[src/rtl/snake_pkg.sv]
// Shared direction/stage encodings and helpers for the snake direction front end.
package snake_pkg;

    // Move codes as consumed by the regfile move input.
    typedef enum logic [2:0] {
        DIR_NONE  = 3'd0,
        DIR_UP    = 3'd1,
        DIR_RIGHT = 3'd2,
        DIR_DOWN  = 3'd3,
        DIR_LEFT  = 3'd4
    } dir_t;

    // Game stage as published by the processor.
    typedef enum logic [31:0] {
        STAGE_IDLE = 32'd0,
        STAGE_MENU = 32'd1,
        STAGE_PLAY = 32'd2
    } stage_t;

    // Direction that would reverse the snake onto itself.
    function automatic dir_t opposite(input dir_t d);
        case (d)
            DIR_UP:    opposite = DIR_DOWN;
            DIR_DOWN:  opposite = DIR_UP;
            DIR_RIGHT: opposite = DIR_LEFT;
            DIR_LEFT:  opposite = DIR_RIGHT;
            default:   opposite = DIR_NONE;
        endcase
    endfunction

endpackage

[src/rtl/btn_debounce.sv]
// One button: 2-FF synchroniser, stability counter, debounced level and press pulse.
module btn_debounce #(
    parameter int unsigned DEBOUNCE_CYCLES = 250000,
    parameter int unsigned CNT_W           = 18
) (
    input  logic clk_i,
    input  logic rst_ni,
    input  logic btn_ni,
    output logic pressed_o,
    output logic rise_o
);

    localparam logic [CNT_W-1:0] CNT_LAST = CNT_W'(DEBOUNCE_CYCLES - 1);

    logic [1:0]       sync_q;
    logic [CNT_W-1:0] cnt_q, cnt_d;
    logic             stable_q, stable_d;
    logic             rise_q;
    logic             level;

    assign level = ~sync_q[1];

    // Count consecutive cycles the synced level disagrees with the accepted level.
    always_comb begin
        cnt_d    = '0;
        stable_d = stable_q;
        if (level != stable_q) begin
            if (cnt_q == CNT_LAST) begin
                stable_d = level;
            end else begin
                cnt_d = cnt_q + CNT_W'(1);
            end
        end
    end

    // Synchroniser, debounce state and rise pulse registers.
    always_ff @(posedge clk_i or negedge rst_ni) begin
        if (!rst_ni) begin
            sync_q   <= '1;
            cnt_q    <= '0;
            stable_q <= 1'b0;
            rise_q   <= 1'b0;
        end else begin
            sync_q   <= {sync_q[0], btn_ni};
            cnt_q    <= cnt_d;
            stable_q <= stable_d;
            rise_q   <= stable_d & ~stable_q;
        end
    end

    assign pressed_o = stable_q;
    assign rise_o    = rise_q;

endmodule

[src/rtl/snake_dir_ctrl.sv]
// Per-player direction front end: debounced buttons -> direction requests ->
// move code committed on the game-step tick (no reversal within one step).
// Define DIR_QUEUE_EN to buffer up to two requests instead of one.
module snake_dir_ctrl
    import snake_pkg::*;
#(
    parameter int unsigned DEBOUNCE_CYCLES = 250000,
    parameter int unsigned CNT_W           = 18,
    parameter int unsigned RESET_DIR       = 2
) (
    input  logic        clock,
    input  logic        resetn,
    input  logic        up_n,
    input  logic        right_n,
    input  logic        down_n,
    input  logic        left_n,
    input  logic [31:0] stage,
    input  logic        step_tick,
    output logic [31:0] move,
    output logic        key_event,
    output logic [3:0]  btn_state
);

    localparam dir_t RESET_MOVE = dir_t'(RESET_DIR[2:0]);

    logic [3:0] raw_n;
    logic [3:0] rise;
    logic       req_vld;
    dir_t       req_dir;
    dir_t       move_q, move_d;

    assign raw_n = {left_n, down_n, right_n, up_n};

    for (genvar g = 0; g < 4; g++) begin : g_btn
        btn_debounce #(
            .DEBOUNCE_CYCLES (DEBOUNCE_CYCLES),
            .CNT_W           (CNT_W)
        ) u_btn (
            .clk_i     (clock),
            .rst_ni    (resetn),
            .btn_ni    (raw_n[g]),
            .pressed_o (btn_state[g]),
            .rise_o    (rise[g])
        );
    end

    assign key_event = |rise;

    // Pick one request when several presses land in the same cycle.
    always_comb begin
        req_vld = |rise;
        req_dir = DIR_NONE;
        if (rise[0])      req_dir = DIR_UP;
        else if (rise[1]) req_dir = DIR_RIGHT;
        else if (rise[2]) req_dir = DIR_DOWN;
        else if (rise[3]) req_dir = DIR_LEFT;
    end

`ifdef DIR_QUEUE_EN
    dir_t       fifo0_q, fifo0_d;
    dir_t       fifo1_q, fifo1_d;
    logic [1:0] fcnt_q, fcnt_d;

    // Pop-then-push so a tick and a press in the same cycle are both honoured.
    always_comb begin
        move_d  = move_q;
        fifo0_d = fifo0_q;
        fifo1_d = fifo1_q;
        fcnt_d  = fcnt_q;
        case (stage)
            STAGE_MENU: begin
                if (req_vld) move_d = req_dir;
                fcnt_d = '0;
            end
            STAGE_PLAY: begin
                if (step_tick && (fcnt_q != 2'd0)) begin
                    if (fifo0_q != opposite(move_q)) move_d = fifo0_q;
                    fifo0_d = fifo1_q;
                    fcnt_d  = fcnt_q - 2'd1;
                end
                if (req_vld) begin
                    case (fcnt_d)
                        2'd0: begin
                            fifo0_d = req_dir;
                            fcnt_d  = 2'd1;
                        end
                        2'd1: begin
                            fifo1_d = req_dir;
                            fcnt_d  = 2'd2;
                        end
                        default: fifo1_d = req_dir;
                    endcase
                end
            end
            default: fcnt_d = '0;
        endcase
    end

    // Committed move and request FIFO.
    always_ff @(posedge clock or negedge resetn) begin
        if (!resetn) begin
            move_q  <= RESET_MOVE;
            fifo0_q <= DIR_NONE;
            fifo1_q <= DIR_NONE;
            fcnt_q  <= '0;
        end else begin
            move_q  <= move_d;
            fifo0_q <= fifo0_d;
            fifo1_q <= fifo1_d;
            fcnt_q  <= fcnt_d;
        end
    end
`else
    dir_t pend_q, pend_d;
    logic pend_vld_q, pend_vld_d;

    // Commit the old pending on the tick; a same-cycle press becomes the new pending.
    always_comb begin
        move_d     = move_q;
        pend_d     = pend_q;
        pend_vld_d = pend_vld_q;
        case (stage)
            STAGE_MENU: begin
                if (req_vld) move_d = req_dir;
                pend_vld_d = 1'b0;
            end
            STAGE_PLAY: begin
                if (step_tick && pend_vld_q) begin
                    if (pend_q != opposite(move_q)) move_d = pend_q;
                    pend_vld_d = 1'b0;
                end
                if (req_vld) begin
                    pend_d     = req_dir;
                    pend_vld_d = 1'b1;
                end
            end
            default: pend_vld_d = 1'b0;
        endcase
    end

    // Committed move and single pending request.
    always_ff @(posedge clock or negedge resetn) begin
        if (!resetn) begin
            move_q     <= RESET_MOVE;
            pend_q     <= DIR_NONE;
            pend_vld_q <= 1'b0;
        end else begin
            move_q     <= move_d;
            pend_q     <= pend_d;
            pend_vld_q <= pend_vld_d;
        end
    end
`endif

    assign move = {29'd0, move_q};

endmodule

[config.mk]
export PLATFORM = sky130hd
export DESIGN_NAME = snake_dir_ctrl
export DESIGN_NICKNAME = d
export VERILOG_FILES = /design/src/rtl/snake_pkg.sv /design/src/rtl/btn_debounce.sv /design/src/rtl/snake_dir_ctrl.sv
export SDC_FILE = /design/constraint.sdc
export NUM_CORES = 1
export LEC_CHECK = 0
export CORE_MARGIN = 3
export CORE_UTILIZATION = 51
export CTS_BUF_LIST = sky130_fd_sc_hd__clkbuf_8
export DETAILED_ROUTE_END_ITERATION = 6
export PLACE_DENSITY = 0.79
export SLEW_MARGIN = 10
export SYNTH_ARGS = -nofsm -noshare
export SYNTH_HDL_FRONTEND = slang
export SYNTH_HIERARCHICAL = 1
export SYNTH_SLANG_ARGS = --single-unit
[constraint.sdc]
create_clock -name clock -period 2 [get_ports clock]
set_clock_uncertainty 0.15 [all_clocks]
set_input_delay 0.4 -clock clock [delete_from_list [all_inputs] [get_ports clock]]
set_output_delay 0.4 -clock clock [all_outputs]
set_load 0.05 [all_outputs]
## After elaboration in Yosys (flattened, before gate mapping)

Index checks and enable logic that the tools add are counted.

- Input bits: 39
- Latch bits: 0
- Bits in registers: 95
- Memories: 0
- Output and inout bits: 37
- Memory bits (writable): 0
- Bits in read-only memories: 0

- Bitwise gates (word level): 12
- $add $sub $neg: 4
- Order comparisons: 0
- Equality and inequality tests: 19
- Multipliers: 0
- Reduce and logical (&&, ||, !) cells: 5
- Mux-type cells: 30
- Shift operators: 0
- Div/mod/pow operators: 0

Operators by type and width:

| kind | number |
|---|---|
| $mux 18 | 8 |
| $add 18x1->18 const B | 4 |
| $eq 18x18->1 const B | 4 |
| $eq 32x1->1 const B | 1 |
| $eq 32x2->1 const B | 1 |
| $mux 3 | 9 |
| $pmux 3 s4 | 1 |
| $mux 1 | 11 |
| $not 1->1 | 8 |
| $eq 3x2->1 const B | 2 |
| $ne 2x2->1 const B | 3 |
| $pmux 3 s2 | 1 |
| $and 1x1->1 | 4 |
| $ne 1x1->1 | 4 |
| $reduce_and 4->1 | 1 |
| $reduce_or 4->1 | 1 |
| $eq 3x1->1 const B | 1 |
| $eq 3x3->1 const B | 1 |
| $ne 3x3->1 | 1 |
| $ne 3x3->1 const B | 1 |
| $reduce_and 2->1 | 1 |
| $reduce_bool 2->1 | 1 |
| $logic_and 1x1->1 | 1 |

## Logic depth before layout (Yosys ltp)

- Depth after elaboration: 8
- Depth in mapped cells: 6

## Cells and area by module

Netlist, hierarchy kept.

Modules (own cells, without submodules):

| module | times used | cells each | sequential area each (um^2) | area an instance (um^2) |
|---|---|---|---|---|
| btn_debounce at g_btn[0].u_btn ... | 3 | 101 | 553.0 | 1051.0 |
| btn_debounce at g_btn[1].u_btn | 1 | 115 | 553.0 | 1093.5 |
| snake_dir_ctrl | 1 | 87 | 176.4 | 792.0 |

## Least setup slack after synthesis

OpenSTA, ideal clock, no wires.

- Path kind: register to register
- Start point: register move_q[1]
- End point: register move_q[0]
- Path buffers: 0
- Data required time: 1.722 ns
- Cell stages (with the launch flop): 6
- Arrival time: 1.888 ns
- Setup slack: -0.165 ns
- Cells stage by stage: dfstp_2 > xor2_1 > o32a_1 > nor4_1 > or4b_4 > mux2_1

- Longest elaborated chain between the ends: 7
- Elaborated cells on any way between the ends: 10
- Those cells by class: eq/ne (6); mux (3); reduce/logical (1)

Ends and longest elaborated chain:

| item | line | source |
|---|---|---|
| start: declaration | snake_dir_ctrl.sv:30 | `dir_t move_q, move_d;` |
| start signal: assignment | snake_dir_ctrl.sv:148 | `move_q <= move_d;` |
| $eq 3x3->1, or another cell as far along | snake_pkg.sv:22 | `case (d)` |
| $pmux 3 s4 (*) | snake_pkg.sv:22 |  |
| $mux 3 (*) | snake_dir_ctrl.sv:128 | `if (step_tick && pend_vld_q) begin` |
| $mux 3 (*) | snake_dir_ctrl.sv:122 | `case (stage)` |
| $ne 3x3->1 (*) | snake_dir_ctrl.sv:129 | `if (pend_q != opposite(move_q)) move_d = pend_q;` |
| $ne 2x2->1 (no line) (*) | -- |  |
| $reduce_and 4->1 (no line) (*) | -- |  |

Every way passes the cells marked *; elsewhere a longest branch is shown, timed or not. The select of a mux whose other input is x is not followed.
A chain may end at the register's enable or synchronous reset.

## Final worst setup path

Same ends and word-level chain as after synthesis.

==> run metrics <==
Worst EP required 2.10 ns; fmax 467 MHz; maximum capacitance violations 0; CTS root buf clkbuf_8; Hold WS 0.210 ns; die height 105 um; WL/cell 14.8 um; CP max stage cell dfstp_2; die area 11100 um2; peak per-stage delay on the critical path 0.60 ns; min-delay src g_btn[2].u_btn/sync_q[0]; DIE WIDTH 105 um; DR vias 4001; Synth Register Bits 95; CTS Buffer Depth 2; RSZ-0062 raised after global routing true; register area share after synthesis 0.474; worst skew pair latency 0.36 ns; DR DRC count 0; crit path from move_q[1]; Post-Syn Area 5040 um2; Switching Fraction 0.260; Placement Setup Slack -0.706 ns; Synth Warn # 6; dpl hpwl 7680 um; Crit Path Max Fanout 4; CTS tree done; initial detailed-routing violation count 191; placed cell area 5840 um2; global-route wire length before repair 18400 um; synthesized area per cell 9.98 um2; final instance area 6260 um2; Hold Vio Cnt, Final 0; clock share of power 0.386; Max-Slew Margin vs Limit 0.630; Layout Nets 643; P_int 0.00280 W; CP cell instances xor2_1, o32a_1, nor4_1, or4b_4, mux2_4; Post-synth EDFFs 0; max-slew violations 0; CTS sink count 95; synthesis-to-finish area growth 24.3%; WS Path Type reg -> reg; pwr dens 604 nW/um2; GRT Total Usage 0.199; drt total wl 10900 um; vias in the first global route 4062; crit path time final 2.14 ns; Starting Density 0.535; number of CTS-inserted buffers 9; placement row count 35; initial antenna violation count 0; length of the first detailed-routing pass in iterations 4; crit share post-route 1.07; worst r2r src move_q[1]; gpl congestion 0.850; largest net degree at the start of global routing 42; GRT overflow 0; Max VDD drop 0.570 mV; Crit path max-delay family simple AND/OR/NAND/NOR gates; Worst setup SP type flop; Pleak 2.69 nW; commonest non-fill, non-tap cell in the layout dfrtp_1; count of final setup violators 3; Ant. Diodes 0; ys flop type dfrtp_1; part of the power in registers 0.523; share of cells above drive strength 1 0.215; combinational share of power 0.091; Distinct cells, synth 52; setup ws final -0.143 ns; core box area 9420 um2; status complete, but fails checks; most frequent cells in the layout 82 x dfrtp_1, 76 x nor2_1, 51 x xnor2_1, 51 x buf_4, 30 x nand2_1; Critical Path End Type flop; Worst-path clk slew 0.09 ns; worst path bufs/invs 0; Switch Pwr 0.000984 W; Antenna Nets Post-Route 0; Gate Count Post-Synth 505; H-tree depth 3; Top Ports 76; IO buf count 46; failing checks negative setup slack; Async S/R FF share, synth 1.00; Critical Path AT 2.24 ns; vias per cell 5.45; Hold WC Path Type reg -> reg; Worst-Margin Slew 0.547 ns
state kept, by name, summed over array words and instances (netlist names):
signal                 flops
g_btn.u_btn/sync_q         8
g_btn.u_btn/rise_o         4
g_btn.u_btn/pressed_o      4
g_btn.u_btn/cnt_q         72
pend_q                     3
move_q                     3
pend_vld_q                 1
power by group through the flow:
stage | Clock (W) | Combinational [W] | Sequential (W)
finish | 0.00146 | 0.000342 | 0.00198
global placement | 0 | 0.000339 | 0.00201
global route | 0.00158 | 0.000370 | 0.00198
detailed placement | 0 | 0.000346 | 0.00201
floorplan | 0 | 0.000236 | 0.00201
CTS | 0.00150 | 0.000338 | 0.00198
worst reg2reg max path: cells and delay by family, from the launching register on:
kind                      cells  cell delay (ns)
and+or+nand+nor               2             0.60
xor gates and xnor gates      1             0.20
DFF                           1             0.60
AOI/OAI and AO/OA             1             0.17
muxes                         1             0.32
metal layers:
| metal | track usage | up-vias | wire (um) |
|---|---|---|---|
| met4 | 0.0562 | 0 | 165 |
| met2 | 0.354 | 127 | 5570 |
| met5 | 0 | - | 0 |
| li1 | - | 1887 | - |
| met1 | 0.240 | 1969 | 4470 |
| met3 | 0.0472 | 18 | 663 |
per-stage QoR:
| step | power (W) | util | setup TNS [ns] | instances |
|---|---|---|---|---|
| 2_1_floorplan | 0.00225 | - | -0.356 | 533 |
| 3_3_place_gp | 0.00235 | 0.620 | -3.05 | 709 |
| 3_5_place_dp | 0.00236 | 0.620 | -3.40 | 709 |
| 4_1_cts | 0.00381 | 0.651 | -0.289 | 731 |
| 5_1_grt | 0.00393 | 0.665 | -0.437 | 734 |
| 6_report | 0.00378 | 0.665 | -0.380 | 734 |
cell usage after synthesis (2+ instances only):
master	n	area, um2
ha_1	4	50.1
mux2_2	4	45.0
mux2i_1	3	30.0
nor4b_1	2	17.5
xor2_1	8	70.1
nand3_2	3	30.0
nand4_2	4	50.1
buf_2	4	20.0
o21ai_0	10	50.1
buf_6	3	33.8
nor3b_1	3	22.5
buf_4	29	218
nor2_1	77	289
nand2b_1	3	18.8
o21ai_1	2	10.0
nand2_1	33	124
clkbuf_1	3	11.3
mux2_1	3	33.8
nor4_1	33	206
nor3_1	9	45.0
inv_1	22	82.6
o41ai_4	3	82.6
nand3b_1	3	22.5
or3_1	8	50.1
a21oi_1	12	60.1
a21bo_2	2	20.0
nand4_1	16	100
or4_1	2	15.0
nor4_2	3	37.5
dfrtp_1	86	2150
xnor2_1	51	447
dfstp_2	9	236
or4_4	6	67.6
and3_1	2	12.5
nand3_1	22	110
nand4b_1	2	17.5
logic make-up after synthesis:
kind of cell               after synthesis  synth area share
other                                    1          0.000744
and+or+nand+nor                        241             0.266
adders and majority gates                4           0.00993
DFF                                     95             0.474
AOI/OAI and AO/OA                       34            0.0526
muxes                                   10            0.0216
buffers and inverters                   61            0.0725
xor gates and xnor gates                59             0.103
cell type report:
type / count / area, um2
Fill cell: 713 / 3150
Multi-Input combinational cell: 377 / 2530
Sequential cell: 95 / 2390
Timing Repair Buffer: 95 / 863
Tap cell: 129 / 161
Clock buffer: 9 / 124
Clock inverter: 7 / 111
Inverter: 22 / 82.6
what timing repair did:
item                                   4_1_cts  5_1_grt
hold buffers                                 1        0
setup buffers                                5        3
resized for setup                           28       30
pin swaps                                   12       13
endpoints found under the hold margin       24        0
setup endpoints to repair                    6       27
path summary, 6_finish.rpt:
path                            slack (ns)  depth (start not counted)                  endpoint
worst max-delay path                 -0.14                          5                 move_q[0]
worst min-delay path                  0.21                          0  g_btn[2].u_btn/sync_q[1]
worst max register to register       -0.14                          5                 move_q[0]
min in group asynchronous             0.33                          2   g_btn[0].u_btn/cnt_q[2]
max in group asynchronous             0.74                          3                 move_q[1]
worst min register to register        0.21                          0  g_btn[2].u_btn/sync_q[1]
No activity file was read; power rests on OpenSTA's default activity.
